$ cat src/rtl/vga_timing_gen_pkg.sv
// Shared 640x480@60 raster constants and position types for the VGA timing
// generator and any downstream pattern stages.
package vga_timing_gen_pkg;

   localparam int POS_W  = 10;
   localparam int ANIM_W = 8;

   localparam int VGA_H_DISPLAY = 640;
   localparam int VGA_H_FRONT   = 16;
   localparam int VGA_H_SYNC    = 96;
   localparam int VGA_H_BACK    = 48;
   localparam int VGA_V_DISPLAY = 480;
   localparam int VGA_V_FRONT   = 10;
   localparam int VGA_V_SYNC    = 2;
   localparam int VGA_V_BACK    = 33;
   localparam int VGA_ANIM_MAX  = 200;

   typedef logic [POS_W-1:0]  pos_t;
   typedef logic [ANIM_W-1:0] anim_t;

   function automatic logic in_window(pos_t pos, pos_t lo, pos_t hi);
      return (pos >= lo) && (pos <= hi);
   endfunction

endpackage

$ cat src/rtl/vga_timing_gen_tri_osc.sv
// Up/down triangle oscillator: one step per strobe, bouncing between 0 and MAX.
module tri_osc
   import vga_timing_gen_pkg::*;
#(
   parameter int MAX = VGA_ANIM_MAX
) (
   input  logic        clk,
   input  logic        rst_n,
   input  logic        step,
   output logic [ANIM_W-1:0] value
);

   localparam anim_t MAX_V = anim_t'(MAX);

   anim_t r_value;
   logic  r_up;
   anim_t w_nxt;

   assign w_nxt = r_up ? r_value + anim_t'(1) : r_value - anim_t'(1);
   assign value = r_value;

   // Direction flips on the edge that lands on an end point, so the value
   // never leaves 0..MAX.
   always_ff @(posedge clk or negedge rst_n) begin
      if (!rst_n) begin
         r_value <= '0;
         r_up    <= 1'b1;
      end else if (step) begin
         r_value <= w_nxt;
         if (w_nxt == MAX_V)
            r_up <= 1'b0;
         else if (w_nxt == '0)
            r_up <= 1'b1;
      end
   end

endmodule

$ cat src/rtl/vga_timing_gen.sv
// VGA raster timing generator: pixel/line counters with registered sync,
// blanking and strobe outputs, frame counter and a per-frame triangle value.
module vga_timing_gen
   import vga_timing_gen_pkg::*;
#(
   parameter int H_DISPLAY   = VGA_H_DISPLAY,
   parameter int H_FRONT     = VGA_H_FRONT,
   parameter int H_SYNC      = VGA_H_SYNC,
   parameter int H_BACK      = VGA_H_BACK,
   parameter int V_DISPLAY   = VGA_V_DISPLAY,
   parameter int V_FRONT     = VGA_V_FRONT,
   parameter int V_SYNC      = VGA_V_SYNC,
   parameter int V_BACK      = VGA_V_BACK,
   parameter bit SYNC_ACTIVE = 1'b0,
   parameter int ANIM_MAX    = VGA_ANIM_MAX
) (
   input  logic              clk,
   input  logic              rst_n,
   input  logic              en,
   output logic              hsync,
   output logic              vsync,
   output logic              display_on,
   output logic [POS_W-1:0]  hpos,
   output logic [POS_W-1:0]  vpos,
   output logic              line_start,
   output logic              frame_start,
   output logic [ANIM_W-1:0] frame_count,
   output logic [ANIM_W-1:0] anim
);

   localparam int H_TOTAL = H_DISPLAY + H_FRONT + H_SYNC + H_BACK;
   localparam int V_TOTAL = V_DISPLAY + V_FRONT + V_SYNC + V_BACK;

   localparam pos_t H_LAST = pos_t'(H_TOTAL - 1);
   localparam pos_t V_LAST = pos_t'(V_TOTAL - 1);
   localparam pos_t H_DISP = pos_t'(H_DISPLAY);
   localparam pos_t V_DISP = pos_t'(V_DISPLAY);
   localparam pos_t HS_LO  = pos_t'(H_DISPLAY + H_FRONT);
   localparam pos_t HS_HI  = pos_t'(H_DISPLAY + H_FRONT + H_SYNC - 1);
   localparam pos_t VS_LO  = pos_t'(V_DISPLAY + V_FRONT);
   localparam pos_t VS_HI  = pos_t'(V_DISPLAY + V_FRONT + V_SYNC - 1);

   if (H_TOTAL > (1 << POS_W) || V_TOTAL > (1 << POS_W)) begin : g_bad_total
      $error("vga_timing_gen: raster totals do not fit the position width");
   end
   if (ANIM_MAX < 1 || ANIM_MAX > 255) begin : g_bad_anim
      $error("vga_timing_gen: ANIM_MAX must be within 1..255");
   end

   logic [1:0] r_rst_sync;
   pos_t       r_hpos;
   pos_t       r_vpos;
   logic       r_hsync;
   logic       r_vsync;
   logic       r_display_on;
   logic       r_line_start;
   logic       r_frame_start;
   anim_t      r_frame_count;

   logic       w_adv;
   logic       w_h_last;
   logic       w_v_last;
   logic       w_frame_wrap;
   pos_t       w_h_nxt;
   pos_t       w_v_nxt;
   anim_t      w_anim;

   // Release is resynchronised; counting starts on the second edge after rst_n rises.
   always_ff @(posedge clk or negedge rst_n) begin
      if (!rst_n)
         r_rst_sync <= '0;
      else
         r_rst_sync <= {r_rst_sync[0], 1'b1};
   end

   assign w_adv        = en & r_rst_sync[0];
   assign w_h_last     = (r_hpos == H_LAST);
   assign w_v_last     = (r_vpos == V_LAST);
   assign w_frame_wrap = w_h_last & w_v_last;
   assign w_h_nxt      = w_h_last ? '0 : r_hpos + pos_t'(1);

   always_comb begin
      w_v_nxt = r_vpos;
      if (w_h_last)
         w_v_nxt = w_v_last ? '0 : r_vpos + pos_t'(1);
   end

   // Every output is decoded from the next position so all of them line up
   // with hpos/vpos on the same edge.
   always_ff @(posedge clk or negedge rst_n) begin
      if (!rst_n) begin
         r_hpos        <= '0;
         r_vpos        <= '0;
         r_hsync       <= ~SYNC_ACTIVE;
         r_vsync       <= ~SYNC_ACTIVE;
         r_display_on  <= 1'b1;
         r_line_start  <= 1'b1;
         r_frame_start <= 1'b1;
         r_frame_count <= '0;
      end else if (w_adv) begin
         r_hpos        <= w_h_nxt;
         r_vpos        <= w_v_nxt;
         r_hsync       <= in_window(w_h_nxt, HS_LO, HS_HI) ? SYNC_ACTIVE : ~SYNC_ACTIVE;
         r_vsync       <= in_window(w_v_nxt, VS_LO, VS_HI) ? SYNC_ACTIVE : ~SYNC_ACTIVE;
         r_display_on  <= (w_h_nxt < H_DISP) && (w_v_nxt < V_DISP);
         r_line_start  <= (w_h_nxt == '0);
         r_frame_start <= (w_h_nxt == '0) && (w_v_nxt == '0);
         if (w_frame_wrap)
            r_frame_count <= r_frame_count + anim_t'(1);
      end
   end

   // The oscillator sits behind the synchronised reset; it only steps on a
   // frame wrap, so its one-cycle-later release is never observable.
   tri_osc #(
      .MAX (ANIM_MAX)
   ) u_tri_osc (
      .clk   (clk),
      .rst_n (r_rst_sync[1]),
      .step  (w_adv & w_frame_wrap),
      .value (w_anim)
   );

   assign hpos        = r_hpos;
   assign vpos        = r_vpos;
   assign hsync       = r_hsync;
   assign vsync       = r_vsync;
   assign display_on  = r_display_on;
   assign line_start  = r_line_start;
   assign frame_start = r_frame_start;
   assign frame_count = r_frame_count;
   assign anim        = w_anim;

endmodule

$ cat config.mk
export PLATFORM = sky130hd
export DESIGN_NAME = vga_timing_gen
export DESIGN_NICKNAME = d
export VERILOG_FILES = /design/src/rtl/vga_timing_gen_pkg.sv /design/src/rtl/vga_timing_gen_tri_osc.sv /design/src/rtl/vga_timing_gen.sv
export SDC_FILE = /design/constraint.sdc
export NUM_CORES = 1
export LEC_CHECK = 0
export ABC_AREA = 1
export ABC_CLOCK_PERIOD_IN_PS = 800
export CORE_UTILIZATION = 49
export DETAILED_ROUTE_END_ITERATION = 6
export PLACE_DENSITY = 0.81
export SLEW_MARGIN = 5
export SYNTH_ARGS = -nofsm -noshare
export SYNTH_HDL_FRONTEND = slang
export SYNTH_SLANG_ARGS = --single-unit
export TNS_END_PERCENT = 50
$ cat constraint.sdc
create_clock -name clk -period 0.8 [get_ports clk]
set_input_delay 0.24 -clock clk [delete_from_list [all_inputs] [get_ports clk]]
set_output_delay 0.24 -clock clk [all_outputs]
set_load 0.02 [all_outputs]
==> flow_summary.yaml, run 1 <==
logic_synthesis:
  post_synth_main_area_contributors: "dfrtp_1 33%, nand2_1 17%, nand3_1 6.6%"
  synth_area_per_cell_um2: 7.35
  synth.ff_latch_count: 44
  synthesis.instances: 390
  total_number_of_yosys_warnings: 0
  mappedNetlistArea_um2: 2870
  sequential_element_share_of_the_synthesized_area_pct: 38.7
  synth_fp_nets: 407
  synth_top_area_share_pct: 33.2
  yosysTopAreaCell: "dfrtp_1"
  post_synth_num_cell_types: 38
floorplan:
  fp.dieW_um: 78.5
  row_count: 27
  floorplan.die.height_um: 78.5
  top_level_ports: 44
  initial_core_util_pct: 51.4
global_routing:
  globalRoute.totalOverflow: 490
  grt_max_degree: 28
  gr-usage-all-layers_pct: 93.6
run_status:
  failed_stage: "global routing (5_1_grt)"
  first_reported_error: "[ERROR GRT-0232] Routing congestion too high. Check the congestion heatmap in the GUI."
  status: "did not finish"
cts:
  clockBufferDepth: 2
  clock_tree.htree_level_count: 2
  numCtsBuffers: 5
  ctsRootBufferMaster: "clkbuf_8"
  cts_hold_buffers: 0
  numClockSinks: 44
sta:
  timing.repair.worst_endpoint_type: "register data pin"
  postGrtWorstEndpoint: "u_tri_osc.r_up$_DFFE_PN1P_/D"
place:
  io_buffers: 43
  gp_congestion: 0.895
  hpwl_um: 6030
==> metal layers <==
metal,overflow,track usage [%]
met5,0,1.82
met4,112,111
met3,3,62.3
met2,374,128
met1,1,84.8
==> kinds of logic after synthesis <==
family / count (synthesis) / synth area share (%)
buf+inv: 48 / 6.98
compound gates: 44 / 8.55
fa+ha+maj: 14 / 6.37
other cells: 1 / 0.131
flops: 44 / 38.7
xor+xnor: 15 / 4.58
simple gates: 224 / 34.7
==> cell usage after synthesis (all sizes together) <==
cell	n
or2	1
nor2b	1
nor3b	1
nand2	134
nand3b	1
o31ai	1
o21a	4
fa	1
o22ai	2
xor2	8
conb	1
ha	13
buf	4
dfrtp	38
nand4	5
nor2	38
o21bai	2
xnor2	7
o21ai	27
nor3	1
a21oi	6
clkbuf	5
nand3	42
dfstp	6
inv	38
a21o	2
clkinv	1
==> through the flow <==
stage | TNS, ns | std cells | setup WS, ns | instance area (um^2) | hold WS (ns)
4_1_cts | -50.52 | 624 | -1.07 | 4900 | 0.175
3_5_place_dp | -56.37 | 592 | -1.11 | 4160 | 0.171
3_3_place_gp | -54.26 | 592 | -1.06 | 4160 | 0.163
2_1_floorplan | -32.00 | 390 | -1.02 | 2970 | -0.0556
==> timing repair <==
action / CTS
pin swaps: 37
endpoints found under the hold margin: 0
endpoints found under the setup margin: 83
cloned: 2
gates resized for setup: 360
setup buffers: 27
==> inputs of run 2 (changes only) <==
- ABC_CLOCK_PERIOD_IN_PS: 800 -> 1000
- CORE_UTILIZATION: 49 -> 40
- PLACE_DENSITY: 0.81 -> default
- PLACE_DENSITY_LB_ADDON: default -> 0.15
- clock period: 0.8 -> 1 ns (I/O delays scaled with it)
==> flow_summary.yaml, run 2 <==
run_status:
  status: "complete, but fails checks"
  failed_checks: "negative setup slack"
floorplan:
  initial_core_util_pct: 41.7
  row_count: 30
  dieArea_um2: 7510
  coreArea_um2: 6870
  fp.dieW_um: 86.7
  top_level_ports: 44
  floorplan.die.height_um: 86.7
cts:
  numCtsBuffers: 5
  cts_tree: "yes"
  clkSlewWorstSetupHoldPaths_ns: 0.10
  worst_skew_pair.late_latency_ns: 0.31
  clock_tree.htree_level_count: 2
  clockBufferDepth: 2
  ctsRootBufferMaster: "clkbuf_8"
  numClockSinks: 44
sta:
  timing.fmax_mhz: 505
  finalCriticalPeriod_ns: 1.98
  rsz_0062_raised_after_global_routing: "true"
  fin_crit_sh_pct: 198
  hold_viol: 0
  timing.final.max_slew_violations: 0
  layout_setup_ws_ns: -0.978
  clock-skew-final_ns: 0.0111
  finalSetupViolCount: 83
layout:
  final_net_count: 578
  area.growth.synth_to_final_pct: 80.7
  final_cell_mix: "102 x nand2_1, 79 x buf_4, 78 x buf_6"
  layout.cells.most_common: "nand2_1"
  layout_filler_cell_count: 471
  multi_input_gate_area_in_the_final_layout_um2: 2070
  register_area_um2: 1120
  post_route_cells_drive_above_1_share_pct: 52.8
  antennaDiodeCount: 0
logic_synthesis:
  post-synth-top-count-cell: "nand2_1"
  sequential_element_share_of_the_synthesized_area_pct: 38.7
  async_reset_ff_share_pct: 100
  mappedNetlistArea_um2: 2870
  yosysTopAreaCell: "dfrtp_1"
  synth.cells.most_frequent: "132 x nand2_1, 38 x dfrtp_1, 38 x nand3_1"
  post_synth_num_cell_types: 38
  post_synth_main_area_contributors: "dfrtp_1 33%, nand2_1 17%, nand3_1 6.6%"
  ys.flop_type: "dfrtp_1"
  synth_area_per_cell_um2: 7.35
  synth_fp_nets: 407
  synth.ff_latch_count: 44
  total_number_of_yosys_warnings: 0
  synth_top_area_share_pct: 33.2
  synthesis.instances: 390
  synth_edf_count: 0
global_routing:
  gr-usage-all-layers_pct: 24.0
  number_of_global_route_vias_before_repair: 3150
  grt_max_degree: 36
  globalRoute.totalOverflow: 0
  antenna_found_initial: 0
  grt_first_pass_wirelength_um: 14200
place:
  hpwl_um: 5790
  io_buffers: 43
  gp_congestion: 0.873
  dpl_worst_slack_ns: -0.940
critical_path:
  arrival_ns: 2.18
  worst-path-max-fanout: 8
  regToRegSetupSlack_ns: -0.98
  type_of_element_capturing_the_critical_path: "flip-flop"
  timing.setup.critical_path_class: "reg2reg"
  worst_setup_path_start_kind: "flip-flop"
  worst-endpoint-required_ns: 1.20
min_path:
  min_path_type: "reg2async"
pwr:
  vdd_drop_max_mv: 1.13
  totalPowerFinal_mw: 6.93
  p_leak_nw: 2.61
  powerDensity_nw_per_um2: 1340
flow_run:
  number_of_max_cap_violations: 0
route:
  drtIter0Drc: 189
  antenna_violating_nets_post_route: 0
  detail_route.wl_per_cell_um: 15.6
  postRouteWirelength_um: 10300
  drtPass1Iterations: 4
  total_vias_in_the_final_route: 3341
  remaining_drc_errors: 0
  via_per_inst: 5.08
[run 2: cell counts after synthesis]
Identical to the previous run, type by type.
[run 2: metal layers]
metal	vias to the layer above	share of wire, %	track usage (%)
li1	1597	-	-
met1	1601	40	29.7
met2	105	52	42.9
met3	38	3.8	3.33
met4	0	3.7	8.03
met5	-	0	0
[run 2: critical path, cell delays in order, from the launching register on]
cell,delay (ns)
dfrtp_2,0.42
ha_4,0.17
nand2_4,0.06
nor2_4,0.20
nand2_4,0.10
nor2_8,0.19
nand3_4,0.17
buf_4,0.18
buf_6,0.12
buf_4,0.14
xnor2_2,0.12
[run 2: path summary, 6_finish.rpt]
path                                from                  to  cells past startpoint
max                              hpos[0]      frame_count[0]                     10
min                        r_rst_sync[1]  u_tri_osc.value[4]                      0
max reg2reg                      hpos[0]      frame_count[0]                     10
min reg2reg                r_rst_sync[1]  u_tri_osc.value[4]                      0
max in group asynchronous          rst_n         frame_start                      2
min in group clk           r_rst_sync[0]       r_rst_sync[1]                      0
[run 2: where the power goes]
group	switching [mW]	internal, mW
Clock	0.722	0.754
Sequential	0.213	1.99
Combinational	1.64	1.62
Total	2.58	4.36
[run 2: layout make-up]
class | instances | share of cell area (%)
multi-input combinational | 299 | 40.0
tap | 96 | 2.32
sequential | 44 | 21.6
inverter | 39 | 3.11
timing repair buffer | 172 | 30.8
clock buffer | 5 | 1.33
clock inverter | 3 | 0.893
[run 2: per-stage QoR]
stage	instances	hold slack (ns)	utilization, %	instance area (um^2)	setup TNS [ns]
final	658	0.169	75.4	5180	-42.41
after floorplan	390	0.00441	-	2960	-23.22
after detailed placement	615	0.189	60.8	4180	-41.47
after global routing	658	0.205	75.4	5180	-46.31
after CTS	641	0.182	68.8	4730	-36.62
after global placement	615	0.160	60.8	4180	-40.46
[run 2: kinds of logic after synthesis]
kind of cell             Yosys count  share of synthesized area, %
XOR/XNOR                          15                          4.58
flip-flops                        44                          38.7
AND/OR/NAND/NOR                  224                          34.7
other                              1                         0.131
adder cells (fa/ha/maj)           14                          6.37
AO/OA/AOI/OAI                     44                          8.55
buffers and inverters             48                          6.98
[run 2: repair_timing]
action                     in CTS  in global routing
gates cloned                    0                  2
setup endpoints to repair      83                 83
pin swaps                      30                 41
hold buffers                    0                  0
gates resized for setup       309                 97
setup buffers                  18                 19
hold endpoints to repair        0                  0
No activity file was read; power rests on OpenSTA's default activity.
